**config.mk**
```make
export PLATFORM = sky130hd
export DESIGN_NAME = load_align_ext
export DESIGN_NICKNAME = d
export VERILOG_FILES = /design/src/rtl/load_align_ext.sv
export SDC_FILE = /design/constraint.sdc
export NUM_CORES = 1
export LEC_CHECK = 0
export ABC_AREA = 1
export BUFFER_PORTS_ARGS = -buffer_cell sky130_fd_sc_hd__buf_2
export CORE_MARGIN = 2
export CORE_UTILIZATION = 55
export DETAILED_ROUTE_END_ITERATION = 8
export PLACE_DENSITY = 0.8
export SETUP_SLACK_MARGIN = 0.05
export SYNTH_ARGS = -nofsm -noshare
export SYNTH_HDL_FRONTEND = slang
export SYNTH_SLANG_ARGS = --single-unit
```
**constraint.sdc**
```tcl
create_clock -name clk -period 8.4 [get_ports clk]
set_input_delay 1.26 -clock clk [delete_from_list [all_inputs] [get_ports clk]]
set_output_delay 1.26 -clock clk [all_outputs]
set_load 0.005 [all_outputs]
```
**src/rtl/load_align_ext.sv**
```systemverilog
// load_align_ext: one-at-a-time load unit that reads one or two aligned bus words, then lane-aligns and extends the data.
// Optional build macro LOAD_MISALIGN_SPLIT_EN enables in-hardware handling of misaligned loads. Rev 1.0.
`default_nettype none

module load_align_ext #(
  parameter int XLEN = 32
) (
  input  logic            clk,
  input  logic            rst,
  input  logic            flush,
  input  logic            req_valid,
  output logic            req_ready,
  input  logic [XLEN-1:0] req_addr,
  input  logic [2:0]      req_op,
  output logic            bus_rd_en,
  output logic [XLEN-1:0] bus_addr,
  input  logic [XLEN-1:0] bus_rdata,
  input  logic            bus_ack,
  output logic            resp_valid,
  input  logic            resp_ready,
  output logic [XLEN-1:0] resp_data,
  output logic            resp_misaligned,
  output logic            resp_illegal
);

  localparam int BYTES = XLEN / 8;
  localparam int OFFW  = $clog2(BYTES);

`ifdef LOAD_MISALIGN_SPLIT_EN
  localparam bit SPLIT = 1'b1;
`else
  localparam bit SPLIT = 1'b0;
`endif

  typedef enum logic [2:0] {IDLE, RD0, RD1, RESP, DRAIN} state_t;
  state_t state, state_n;

  logic [OFFW-1:0] off_q, off_s;
  logic [2:0]      op_q, op_s;
  logic [XLEN-1:0] lo_q, addr_q;
  logic [XLEN-1:0] data_q;
  logic            mis_q, ill_q;

  logic [3:0]        size_b, off4;
  logic              misaligned, crossing, illegal;
  logic [2*XLEN-1:0] beat_pair;
  logic [XLEN-1:0]   field, keep, ext;
  logic              sign_bit;

  logic            load_resp, clr_resp;
  logic [XLEN-1:0] nxt_data;
  logic            nxt_mis, nxt_ill;

  // Decode from the live request while idle, from the latched copy afterwards.
  assign off_s = (state == IDLE) ? req_addr[OFFW-1:0] : off_q;
  assign op_s  = (state == IDLE) ? req_op : op_q;

  always_comb begin
    size_b     = 4'd1 << op_s[2:1];
    off4       = 4'(off_s);
    misaligned = |(off4 & (size_b - 4'd1));
    crossing   = ({1'b0, off4} + {1'b0, size_b}) > 5'(BYTES);
    illegal    = (op_s == 3'd7) || ((XLEN == 32) && ((op_s == 3'd5) || (op_s == 3'd6)));
  end

  // Second beat supplies the upper half of the pair; single-beat loads see zeros there.
  always_comb begin
    beat_pair = (state == RD1) ? {bus_rdata, lo_q} : {{XLEN{1'b0}}, bus_rdata};
    field     = XLEN'(beat_pair >> {off_s, 3'b000});
    case (op_s[2:1])
      2'd0:    begin keep = XLEN'(8'hFF);         sign_bit = field[7];      end
      2'd1:    begin keep = XLEN'(16'hFFFF);      sign_bit = field[15];     end
      2'd2:    begin keep = XLEN'(32'hFFFF_FFFF); sign_bit = field[31];     end
      default: begin keep = '1;                   sign_bit = field[XLEN-1]; end
    endcase
    ext = (field & keep) | ({XLEN{sign_bit & ~op_s[0]}} & ~keep);
  end

  always_comb begin
    state_n   = state;
    load_resp = 1'b0;
    clr_resp  = 1'b0;
    nxt_data  = '0;
    nxt_mis   = 1'b0;
    nxt_ill   = 1'b0;
    case (state)
      IDLE: begin
        if (!flush && req_valid) begin
          if (illegal) begin
            state_n   = RESP;
            load_resp = 1'b1;
            nxt_ill   = 1'b1;
          end else if (misaligned && !SPLIT) begin
            state_n   = RESP;
            load_resp = 1'b1;
            nxt_mis   = 1'b1;
          end else begin
            state_n = RD0;
          end
        end
      end
      RD0: begin
        if (flush) begin
          state_n = bus_ack ? IDLE : DRAIN;
        end else if (bus_ack) begin
          if (crossing) begin
            state_n = RD1;
          end else begin
            state_n   = RESP;
            load_resp = 1'b1;
            nxt_data  = ext;
          end
        end
      end
      RD1: begin
        if (flush) begin
          state_n = bus_ack ? IDLE : DRAIN;
        end else if (bus_ack) begin
          state_n   = RESP;
          load_resp = 1'b1;
          nxt_data  = ext;
        end
      end
      RESP: begin
        if (flush || resp_ready) begin
          state_n  = IDLE;
          clr_resp = 1'b1;
        end
      end
      DRAIN: begin
        if (bus_ack) state_n = IDLE;
      end
      default: state_n = IDLE;
    endcase
  end

  always_ff @(posedge clk or posedge rst) begin
    if (rst) state <= IDLE;
    else     state <= state_n;
  end

  always_ff @(posedge clk or posedge rst) begin
    if (rst) begin
      off_q  <= '0;
      op_q   <= '0;
      lo_q   <= '0;
      addr_q <= '0;
      data_q <= '0;
      mis_q  <= 1'b0;
      ill_q  <= 1'b0;
    end else begin
      if (state == IDLE && req_valid && !flush) begin
        off_q  <= req_addr[OFFW-1:0];
        op_q   <= req_op;
        addr_q <= {req_addr[XLEN-1:OFFW], {OFFW{1'b0}}};
      end
      if (state == RD0 && bus_ack && !flush) begin
        lo_q <= bus_rdata;
        if (crossing) addr_q <= addr_q + XLEN'(BYTES);
      end
      if (load_resp) begin
        data_q <= nxt_data;
        mis_q  <= nxt_mis;
        ill_q  <= nxt_ill;
      end else if (clr_resp) begin
        data_q <= '0;
        mis_q  <= 1'b0;
        ill_q  <= 1'b0;
      end
    end
  end

  assign req_ready       = (state == IDLE);
  assign bus_rd_en       = (state == RD0) || (state == RD1) || (state == DRAIN);
  assign bus_addr        = addr_q;
  assign resp_valid      = (state == RESP);
  assign resp_data       = data_q;
  assign resp_misaligned = mis_q;
  assign resp_illegal    = ill_q;

endmodule

`default_nettype wire

```
==> impl_metrics.toml <==
[outcome]
outcome = "complete, no violations"

[critical_path]
worstPathMaxFanout = 42
max_stage_delay_ns = 0.51
cp-start-kind = "input pin"
worstSetupPathType = "input pin to flop"
cp.arrival_ns = 4.36
path_common_cell = "nand2_1"
reg2reg_depth = 14
cp_slowest_cell = "nand2_1"
r2r-start = "state[1]"
required_ns = 8.66
crit_path_end_kind = "flop"
path_cells = "buf_2 -> nand3_1 -> nand2_1 -> ha_1 -> inv_1 -> fa_1 -> nand2_1 -> nand3_1 -> nand2_1 -> nand2_2 -> inv_2 -> a21oi_1 -> a21o_1"
rrSetupSlack_ns = 4.45
rr_endpoint = "bus_addr[5]"

[global_route]
grt_pass1_wl_mm = 31.0
antenna_found_initial = 0
grt_pass1_vias = 6201
grt_max_degree = 73
use_met2 = 0.429
top_usage_layer = "met2"
grtUsageMet1 = 0.423
grt_usage = 0.292
overflow = 0
use_met3 = 0.0675

[pwr]
power_per_cell_area_nw_per_um2 = 390
power_leakage_nw = 4.13
max-vdd-ir-drop_mv = 0.278

[timing]
setup_viol = 0
tightest_slew_ns = 1.13
slew_violations = 0
hold_violations = 0
finalClockSkew_ns = 0.00943
fin_crit_ns = 4.10
grt_setup_unrepaired = "no"
tns_ns = 0
fin_crit_sh = 0.488
relSlewSlack = 0.247
max_freq_mhz = 244

[logic_synthesis]
syn-mean-instance-area_um2 = 6.92
synth-edff-count = 0
synth_cells = 1008
async_reset_ff_frac = 1.00
synth.distinct_cells = 41
synth_fp_nets = 1086
synth_area_um2 = 6980
synth_ff_type = "dfrtp_1"
ys_seq_area_frac = 0.380
synth_top_cell_area_share = 0.380
ys_warn_count = 0
ys_ff_latch = 106
synth_area_leaders = "dfrtp_1 38%, nand2_1 18%, o21ai_0 6.8%"
synth.largest_area_cell = "dfrtp_1"

[clocking]
cts_root_buffer = "clkbuf_16"
clock_latency_ns = 0.36
cts_buffer_depth = 2
clock_sinks = 106
post_cts_buffers = 0
cts.reportedPaths.clkPinSlew_ns = 0.08
tritoncts = "done"
postCtsResizedCells = 0
ctsHoldBuffers = 0
htreeDepth = 3
cts_buffers = 9

[layout]
nNetsFinal = 1186
drive_gt1_frac = 0.171
antennaDiodeCount = 0
syn_to_final_growth_pct = 13.1
fill_cells = 1227
final_cells = 1285

[worst_hold_path]
hp-start = "lo_q[1]"
min_path_cells = 2
hp-class = "flop to flop"
holdPathEnd = "lo_q[1]"

[floorplanning]
rows = 41
top_level_ports = 142
coreArea_um2 = 12500
die_y_um = 117
die_x_um = 117
initial_core_util = 0.557
fp.dieArea_um2 = 13600

[routing]
wl_per_cell_um = 14.8
drt_iter0_drc = 731
drt_wl_total_mm = 19.0
route.detailed.drc = 0
vias = 7073
firstDrtPassIters = 6
drtAntennaViolNets = 0
vias_per_cell = 5.50

[place]
place_congestion = 0.922
dp_cells = 1269
numPortBuffers = 141
dp_hpwl_mm = 13.8

[job]
drv_cap = 0
==> cell type report <==
class,count,area [um2],area share
Clock inverter,5,40.0,0.00508
Multi-Input combinational cell,752,3650,0.463
Tap cell,172,215,0.0273
Inverter,94,357,0.0452
Timing Repair Buffer,145,736,0.0933
Clock buffer,11,233,0.0295
Sequential cell,106,2650,0.336
==> report_power, final <==
group / total, mW / internal (mW) / switching (mW) / leakage [nW]
registers: 0.912 / 0.728 / 0.183 / 1.35
logic: 1.76 / 0.579 / 1.18 / 2.65
clock network: 0.407 / 0.203 / 0.203 / 0.122
==> critical path, delay by kind of cell <==
kind,cells,cell delay [ns]
fa+ha+maj,2,0.90
simple gates,6,1.28
buf+inv,3,0.66
compound gates,2,0.25
==> synthesized netlist by cell type (3+ instances only) <==
master	count
nand2_1	339
dfrtp_1	106
o21ai_0	95
inv_1	87
nand3_1	84
nor2_1	51
nand4_1	41
buf_2	27
o211ai_1	25
o21ai_1	21
xor2_1	20
nor3_1	16
clkbuf_1	15
a21oi_1	10
nand2_2	8
buf_4	7
a21o_1	6
buf_6	6
inv_2	5
a31oi_1	4
ha_1	4
nor2_2	3
==> cell families (layout without fill, tap and decap cells) <==
logic type	count (synthesis)	count (layout)	share of synthesized area
AND/OR/NAND/NOR	558	558	0.349
adder cells (fa/ha/maj)	5	5	0.0100
XOR/XNOR	22	22	0.0276
buffers and inverters	150	255	0.0976
flip-flops	106	106	0.380
AO/OA/AOI/OAI	167	167	0.135
==> flip-flops by register name, indices dropped and copies added (netlist names) <==
register and flops:
bus_addr 32, lo_q 32, resp_data 32, op_q 3, state 3, off_q 2, resp_illegal 1, resp_misaligned 1
==> how the worst max path moves through the flow <==
stage                start            end  slack, ns  cells after the start
2_1_floorplan          rst    bus_addr[0]       4.35                      1
3_3_place_gp   req_addr[0]   bus_addr[14]       4.02                     13
3_5_place_dp   req_addr[0]    bus_addr[5]       3.96                     13
4_1_cts        req_addr[0]    bus_addr[5]       4.36                     13
5_1_grt        req_addr[0]  resp_data[12]       3.96                     14
6_report       req_addr[0]    bus_addr[5]       4.30                     13
==> per-layer routing <==
metal	up-vias	wire length, um
met5	-	0
met4	0	599
met3	44	1320
met2	269	8410
met1	3267	8680
li1	3493	-
==> cells in the final DEF (no fill, tap or decap), types with 10 or more instances in the layout <==
| cell type | synthesis | layout |
|---|---|---|
| nand2_1 | 339 | 338 |
| buf_2 | 27 | 141 |
| dfrtp_1 | 106 | 106 |
| o21ai_0 | 95 | 95 |
| inv_1 | 87 | 86 |
| nand3_1 | 84 | 84 |
| nor2_1 | 51 | 51 |
| nand4_1 | 41 | 41 |
| o211ai_1 | 25 | 25 |
| o21ai_1 | 21 | 20 |
| xor2_1 | 20 | 20 |
| nor3_1 | 16 | 16 |
| a21oi_1 | 10 | 10 |
==> through the flow <==
step | util | setup slack [ns] | power [mW] | area, um2 | hold WS, ns
6_report | 0.630 | 4.30 | 3.08 | 7890 | 0.492
5_1_grt | 0.630 | 3.96 | 3.38 | 7890 | 0.524
4_1_cts | 0.630 | 4.36 | 3.06 | 7890 | 0.494
3_5_place_dp | 0.608 | 3.96 | 2.65 | 7610 | 0.478
3_3_place_gp | 0.608 | 4.02 | 2.62 | 7610 | 0.466
2_1_floorplan | - | 4.35 | 2.20 | 6980 | 0.448
Note: power is estimated with default switching activity, not from simulation.
